===== config.mk =====
export PLATFORM = sky130hd
export DESIGN_NAME = inst_encoder_loader
export DESIGN_NICKNAME = d
export VERILOG_FILES = /design/src/rtl/inst_encoder_loader.sv
export SDC_FILE = /design/constraint.sdc
export NUM_CORES = 1
export LEC_CHECK = 0
export ABC_AREA = 1
export CAP_MARGIN = 30
export CORE_MARGIN = 2
export CORE_UTILIZATION = 31
export DETAILED_ROUTE_END_ITERATION = 10
export DONT_BUFFER_PORTS = 1
export HOLD_SLACK_MARGIN = 0.02
export PLACE_DENSITY = 0.45
export REMOVE_ABC_BUFFERS = 1
export SYNTH_ARGS = -nofsm -noshare
export SYNTH_HDL_FRONTEND = slang
export SYNTH_SLANG_ARGS = --single-unit

===== constraint.sdc =====
create_clock -name clk -period 2.2 [get_ports clk]
set_input_delay 0.44 -clock clk [delete_from_list [all_inputs] [get_ports clk]]
set_output_delay 0.44 -clock clk [all_outputs]
set_load 0.02 [all_outputs]

===== src/rtl/inst_encoder_loader.sv =====
// inst_encoder_loader: encodes symbolic MIPS instruction tuples into 32-bit
// words, buffers them in a small FIFO and writes them into instruction memory
// at sequential addresses. Used by the boot/bench path to preload programs.
//
// state   | meaning
// --------+-------------------------------------------------------------
// S_IDLE  | waiting for start; no tuples accepted, no writes issued
// S_LOAD  | accepting tuples, writing buffered words to imem
// S_DRAIN | last tuple accepted; writing out whatever is still buffered
// S_DONE  | single-cycle end-of-session marker (done = 1, busy = 1)
module inst_encoder_loader #(
  parameter int ADDR_W     = 8,
  parameter int FIFO_DEPTH = 4,
  parameter int BASE_ADDR  = 0
) (
  input  logic              clk,
  input  logic              rst_n,
  input  logic              start,
  input  logic              in_valid,
  output logic              in_ready,
  input  logic [2:0]        in_kind,
  input  logic [4:0]        in_rs,
  input  logic [4:0]        in_rt,
  input  logic [4:0]        in_rd,
  input  logic [15:0]       in_imm,
  input  logic              in_last,
  output logic              imem_we,
  input  logic              imem_ready,
  output logic [ADDR_W-1:0] imem_addr,
  output logic [31:0]       imem_wdata,
  output logic              busy,
  output logic              done,
  output logic              err,
  output logic [ADDR_W:0]   word_count
);

  localparam int PTR_W = $clog2(FIFO_DEPTH);
  localparam logic [ADDR_W-1:0] BASE_A   = ADDR_W'(BASE_ADDR);
  localparam logic [ADDR_W-1:0] ADDR_MAX = '1;
  localparam logic [ADDR_W:0]   CNT_MAX  = '1;

  typedef enum logic [1:0] {
    S_IDLE  = 2'd0,
    S_LOAD  = 2'd1,
    S_DRAIN = 2'd2,
    S_DONE  = 2'd3
  } state_t;

  state_t state, state_next;

  logic [31:0] enc_word;
  logic        enc_legal;

  logic [31:0]    fifo_mem [FIFO_DEPTH];
  logic [PTR_W:0] wr_ptr;
  logic [PTR_W:0] rd_ptr;
  logic           fifo_empty;
  logic           fifo_full;

  logic accept;
  logic push;
  logic pop;
  logic start_ok;
  logic wrap;

  // Encode the presented tuple; unused fields of each format are ignored.
  always_comb begin
    enc_word  = '0;
    enc_legal = 1'b1;
    case (in_kind)
      3'd0:    enc_word = {6'h00, in_rs, in_rt, in_rd, 5'd0, 6'h20};
      3'd1:    enc_word = {6'h00, in_rs, in_rt, in_rd, 5'd0, 6'h2A};
      3'd2:    enc_word = {6'h23, in_rs, in_rt, in_imm};
      3'd3:    enc_word = {6'h2B, in_rs, in_rt, in_imm};
      3'd4:    enc_word = {6'h08, in_rs, in_rt, in_imm};
      3'd5:    enc_word = {6'h04, in_rs, in_rt, in_imm};
      default: enc_legal = 1'b0;
    endcase
  end

  // FIFO status: the extra pointer bit separates full from empty.
  always_comb begin
    fifo_empty = (wr_ptr == rd_ptr);
    fifo_full  = (wr_ptr[PTR_W] != rd_ptr[PTR_W]) &&
                 (wr_ptr[PTR_W-1:0] == rd_ptr[PTR_W-1:0]);
  end

  // Next-state decode and stream/memory handshake outputs.
  always_comb begin
    state_next = state;
    in_ready   = 1'b0;
    imem_we    = 1'b0;
    busy       = (state != S_IDLE);
    done       = 1'b0;
    start_ok   = 1'b0;
    imem_wdata = fifo_mem[rd_ptr[PTR_W-1:0]];
    case (state)
      S_IDLE: begin
        if (start) begin
          start_ok   = 1'b1;
          state_next = S_LOAD;
        end
      end
      S_LOAD: begin
        // Ready only on free space, never on a same-cycle pop.
        in_ready = ~fifo_full;
        imem_we  = ~fifo_empty;
        if (in_valid && !fifo_full && in_last) state_next = S_DRAIN;
      end
      S_DRAIN: begin
        imem_we = ~fifo_empty;
        if (fifo_empty) state_next = S_DONE;
      end
      S_DONE: begin
        done       = 1'b1;
        state_next = S_IDLE;
      end
      default: state_next = S_IDLE;
    endcase
    accept = in_valid & in_ready;
    push   = accept & enc_legal;
    pop    = imem_we & imem_ready;
    wrap   = pop && (imem_addr == ADDR_MAX);
  end

  // State register.
  always_ff @(posedge clk or negedge rst_n) begin
    if (!rst_n) state <= S_IDLE;
    else        state <= state_next;
  end

  // FIFO storage and pointers; a simultaneous push and pop both take effect.
  always_ff @(posedge clk or negedge rst_n) begin
    if (!rst_n) begin
      for (int i = 0; i < FIFO_DEPTH; i++) fifo_mem[i] <= '0;
      wr_ptr <= '0;
      rd_ptr <= '0;
    end else begin
      if (start_ok) begin
        wr_ptr <= '0;
        rd_ptr <= '0;
      end else begin
        if (push) begin
          fifo_mem[wr_ptr[PTR_W-1:0]] <= enc_word;
          wr_ptr <= wr_ptr + (PTR_W+1)'(1);
        end
        if (pop) rd_ptr <= rd_ptr + (PTR_W+1)'(1);
      end
    end
  end

  // Write address, session word count and sticky error flag.
  always_ff @(posedge clk or negedge rst_n) begin
    if (!rst_n) begin
      imem_addr  <= BASE_A;
      word_count <= '0;
      err        <= 1'b0;
    end else if (start_ok) begin
      imem_addr  <= BASE_A;
      word_count <= '0;
      err        <= 1'b0;
    end else begin
      if (pop) begin
        imem_addr <= imem_addr + ADDR_W'(1);
        if (word_count != CNT_MAX) word_count <= word_count + (ADDR_W+1)'(1);
      end
      // Illegal kinds and address wrap both flag an error but keep loading.
      if ((accept && !enc_legal) || wrap) err <= 1'b1;
    end
  end

endmodule


# After elaboration in Yosys (flattened, before gate mapping)
# Index checks and enable logic that the tools add are counted.
# totals
mem_bits_rw	0
mem_bits_ro	0
in_bits	40
wordCells	90
regBits	154
latchBits	0
memories	0
output_inout_bits	54
# op_classes
n_addsub	4
n_lt_le_gt_ge	3
n_div	0
n_mux	28
multipliers	0
n_shift	0
n_reduce_logical	21
bitwise_logic	8
n_eq_ne	16
# ops
operator	count
$pmux W32 S6	1
$bwmux W128	1
$mux W32	3
$bmux W32 S2	1
$demux W32 S2	1
$mux W9	3
$mux W8	2
$mux W3	4
$reduce_bool A2 Y1	5
$add A9 B1 Y9 const B	1
$ne A9 B9 Y1 const B	1
$add A8 B1 Y8 const B	1
$eq A8 B8 Y1 const B	1
$mux W1	8
$pmux W2 S4	1
$add A3 B1 Y3 const B	2
$eq A3 B2 Y1 const B	2
$eq A3 B3 Y1 const B	2
$ge A3 B3 Y1 const B	2
$logic_and A1 B1 Y1	6
$mux W2	3
$ne A2 B2 Y1 const B	3
$not A2 Y3	2
$reduce_or A6 Y1	1
16 further kinds	23

# Logic depth before layout (Yosys ltp)
# logic_depth
depth_word	9
mapped_depth	11
ltp_nobuf	9

# Worst setup path after synthesis
# OpenSTA, ideal clock, no wires.
# synth_timing
path_kind	register -> output
startpoint	register rd_ptr[0]
endpoint	output port imem_wdata[27]
t_arrival_ns	1.732
stages_incl_launch_ff	7
setup_slack_ns	0.028
path_cell_list	dfrtp_1 > buf_4 > clkbuf_1 > clkbuf_1 > nor2_1 > o22ai_1 > buf_4
# synth_between
elab_chain_len	4
# synth_rtl
item	line	source
start: declaration	56	logic [PTR_W:0] rd_ptr;
start signal: assignment	147	if (pop) rd_ptr <= rd_ptr + (PTR_W+1)'(1);
$not A2 Y3 (not written as such)	96	imem_wdata = fifo_mem[rd_ptr[PTR_W-1:0]];
$bmux W32 S2	96	
$mux W32 (not written as such) (2 in series)	96	
end: declaration	30	output logic [31:0] imem_wdata,
# Every way passes these cells. The select of a mux whose other input is x is not followed.

# Final worst setup path
# layout_timing
startpoint	register rd_ptr[0]
endpoint	output port imem_wdata[12]
# Same word-level chain as after synthesis.

==> metrics.cfg <==
[status]
status=finished, violations left
violations=hold timing

[finish]
instances_no_fill=1312
nets=1032
final_cell_mix=nand2_1 (330), dfrtp_1 (141), nand3_1 (135)
fin_area_mm2=0.00874
drive_gt1_frac=0.125
syn2layout_area_growth_pct=19.4
final_common_cell=nand2_1

[global_route]
first_global_vias=6337
grt-ovfl-total=0
grt_max_degree=143
track_usage=0.188
grt_pass1_wl_um=35700
antenna_found_initial=1

[cts]
cts_tree=yes
path_clk_slew_ps=70
clk_latency_ps=420
cts_root_buf=clkbuf_16
numCtsBuffers=17
clock_sinks=142
ctsLongestPathBuffers=2
htreeDepth=4

[drt]
vias=6309
avgRoutedWirePerCell_um=16.9
drtIter0Drc=345
routed_wl_um=22200
drtAntennaViolNets=0
first_pass_iters=4
viasPerCell=4.81
drc_errors=0

[placed_design]
routabilityCongestion=0.757
pre_cts_slack_ps=291
placed_cell_area_mm2=0.00798
place_hpwl_um=13400
numPortBuffers=0
placedCellCount=1277

[synthesis]
netlist.area_leader.share=0.486
synth-seq-cells=142
syn_area_mm2=0.00732
synth.distinct_cells=28
yosysWarnings=0
yosys-top-cells-area=dfrtp_1 (49%), nand2_1 (17%), nand3_1 (9.2%)
syn_inst=953
yosysSeqAreaShare=0.486
synth.avg_cell_area_um2=7.68
yosysTopAreaCell=dfrtp_1

[timing]
finalHoldViolCount=142
min_period_over_period=0.978
fin_crit_ps=2150
fmax_mhz=465
fin_ws_ps=49.2
drv_slew=0
setup_viol=0
setup_tns_ps=0
worst_pin_slew_ps=518
clock-skew-final_ps=9.38
rsz0062_at_grt=true
slew_headroom=0.652
whs_ps=-283

[critical_path]
slowest_stage=dfrtp_2
critical-path-max-stage-delay_ps=490
setup.worst_path.start_class=flip-flop
path_max_fanout=28
cp.arrival_ps=1710
critPathKind=reg2out
cp-end-kind=output port
crit_required_ps=1760
cp_cell_sequence=inv_4 -> buf_12 -> o21ai_0 -> o22ai_2 -> buf_4

[floorplanning]
io_pins=94
die_w_um=158
die-area_mm2=0.0249
rows=56
core-area_mm2=0.0233
dieHeight_um=158
initial_core_util=0.314

[power_and_ir_drop]
power.total_mw=12.4
ir_worst_vdd_mv=0.512
p_leak_nw=4.64
power.density_mw_per_mm2=1420

[hold_path]
hold_path_class=in2async

[run]
cap_violations=0

## power by group
part	total (mW)	switching, mW	internal [mW]
sequential	3.88	0.522	3.36
combinational	5.23	3.37	1.86
clock	3.35	1.19	2.16
total	12.4	5.08	7.37
## metrics by stage
stage                      util  hold WS [ps]
after floorplan               -           144
after global placement    0.342           155
after detailed placement  0.342           154
after CTS                 0.373          -304
after global routing      0.374          -303
final                     0.375          -283
## worst max-delay path, delay by kind of cell, from the launching register on
family | cells | cell delay (ps)
flip-flops | 1 | 490
buffers and inverters | 3 | 500
AO/OA/AOI/OAI | 2 | 300
## flip-flops by register name, indices dropped and copies added (netlist names)
signal / flops
err: 1
word_count: 9
rd_ptr: 3
wr_ptr: 3
fifo_mem: 116
imem_addr: 8
state: 2
## final cells by class
type	count	area [um^2]
Antenna cell	1	2.50
Clock buffer	18	439
Clock inverter	14	239
Fill cell	2472	14600
Inverter	48	185
Multi-Input combinational cell	700	3270
Sequential cell	142	3550
Tap cell	319	399
Timing Repair Buffer	70	646
## synthesized netlist by cell type
library cell,count
dfrtp_1,142
inv_2,2
a21oi_1,2
ha_1,13
buf_1,2
clkbuf_1,36
xor2_1,6
buf_6,8
xnor2_1,3
inv_1,46
nand3_2,8
o21ai_1,1
nor2_1,81
o21ai_0,73
nand2_1,330
nand4_4,1
nor3_1,5
or2_2,1
nand3b_1,2
o22ai_1,29
nor2_2,1
nand4_1,5
nand3_1,135
xnor2_2,1
buf_2,10
conb_1,1
buf_4,7
nor2_4,2
## layer usage
metal,track usage,vias up,part of all wire
li1,-,3134,-
met1,0.251,3043,0.47
met2,0.310,118,0.48
met3,0.0386,14,0.043
met4,0.0459,0,0.0081
met5,0,-,0
## worst paths after layout
kind | from | endpoint | slack [ps] | cells after the start
min reg2reg | fifo_mem[92] | fifo_mem[92] | 460 | 2
min | rst_n | fifo_mem[72] | -280 | 0
max in group asynchronous | rst_n | fifo_mem[54] | 2220 | 0
max reg2reg | rd_ptr[0] | fifo_mem[54] | 280 | 8
min in group clk | in_valid | wr_ptr[2] | 280 | 3
max | rd_ptr[0] | imem_wdata[12] | 50 | 5
## what timing repair did
item                                    4_1_cts  5_1_grt
gates cloned                                  0        1
endpoints found under the hold margin       142      142
gates resized for setup                       5        6
setup buffers                                 1        0
endpoints found under the setup margin       14       14
pin swaps                                     1        1
## logic make-up after synthesis
family	after synthesis	synth area share
buffers and inverters	111	0.0704
other	1	0.000512
AND/OR/NAND/NOR	571	0.332
XOR/XNOR	10	0.0130
flip-flops	142	0.486
adder cells (fa/ha/maj)	13	0.0222
AO/OA/AOI/OAI	105	0.0768
No activity file was read; power rests on OpenSTA's default activity.
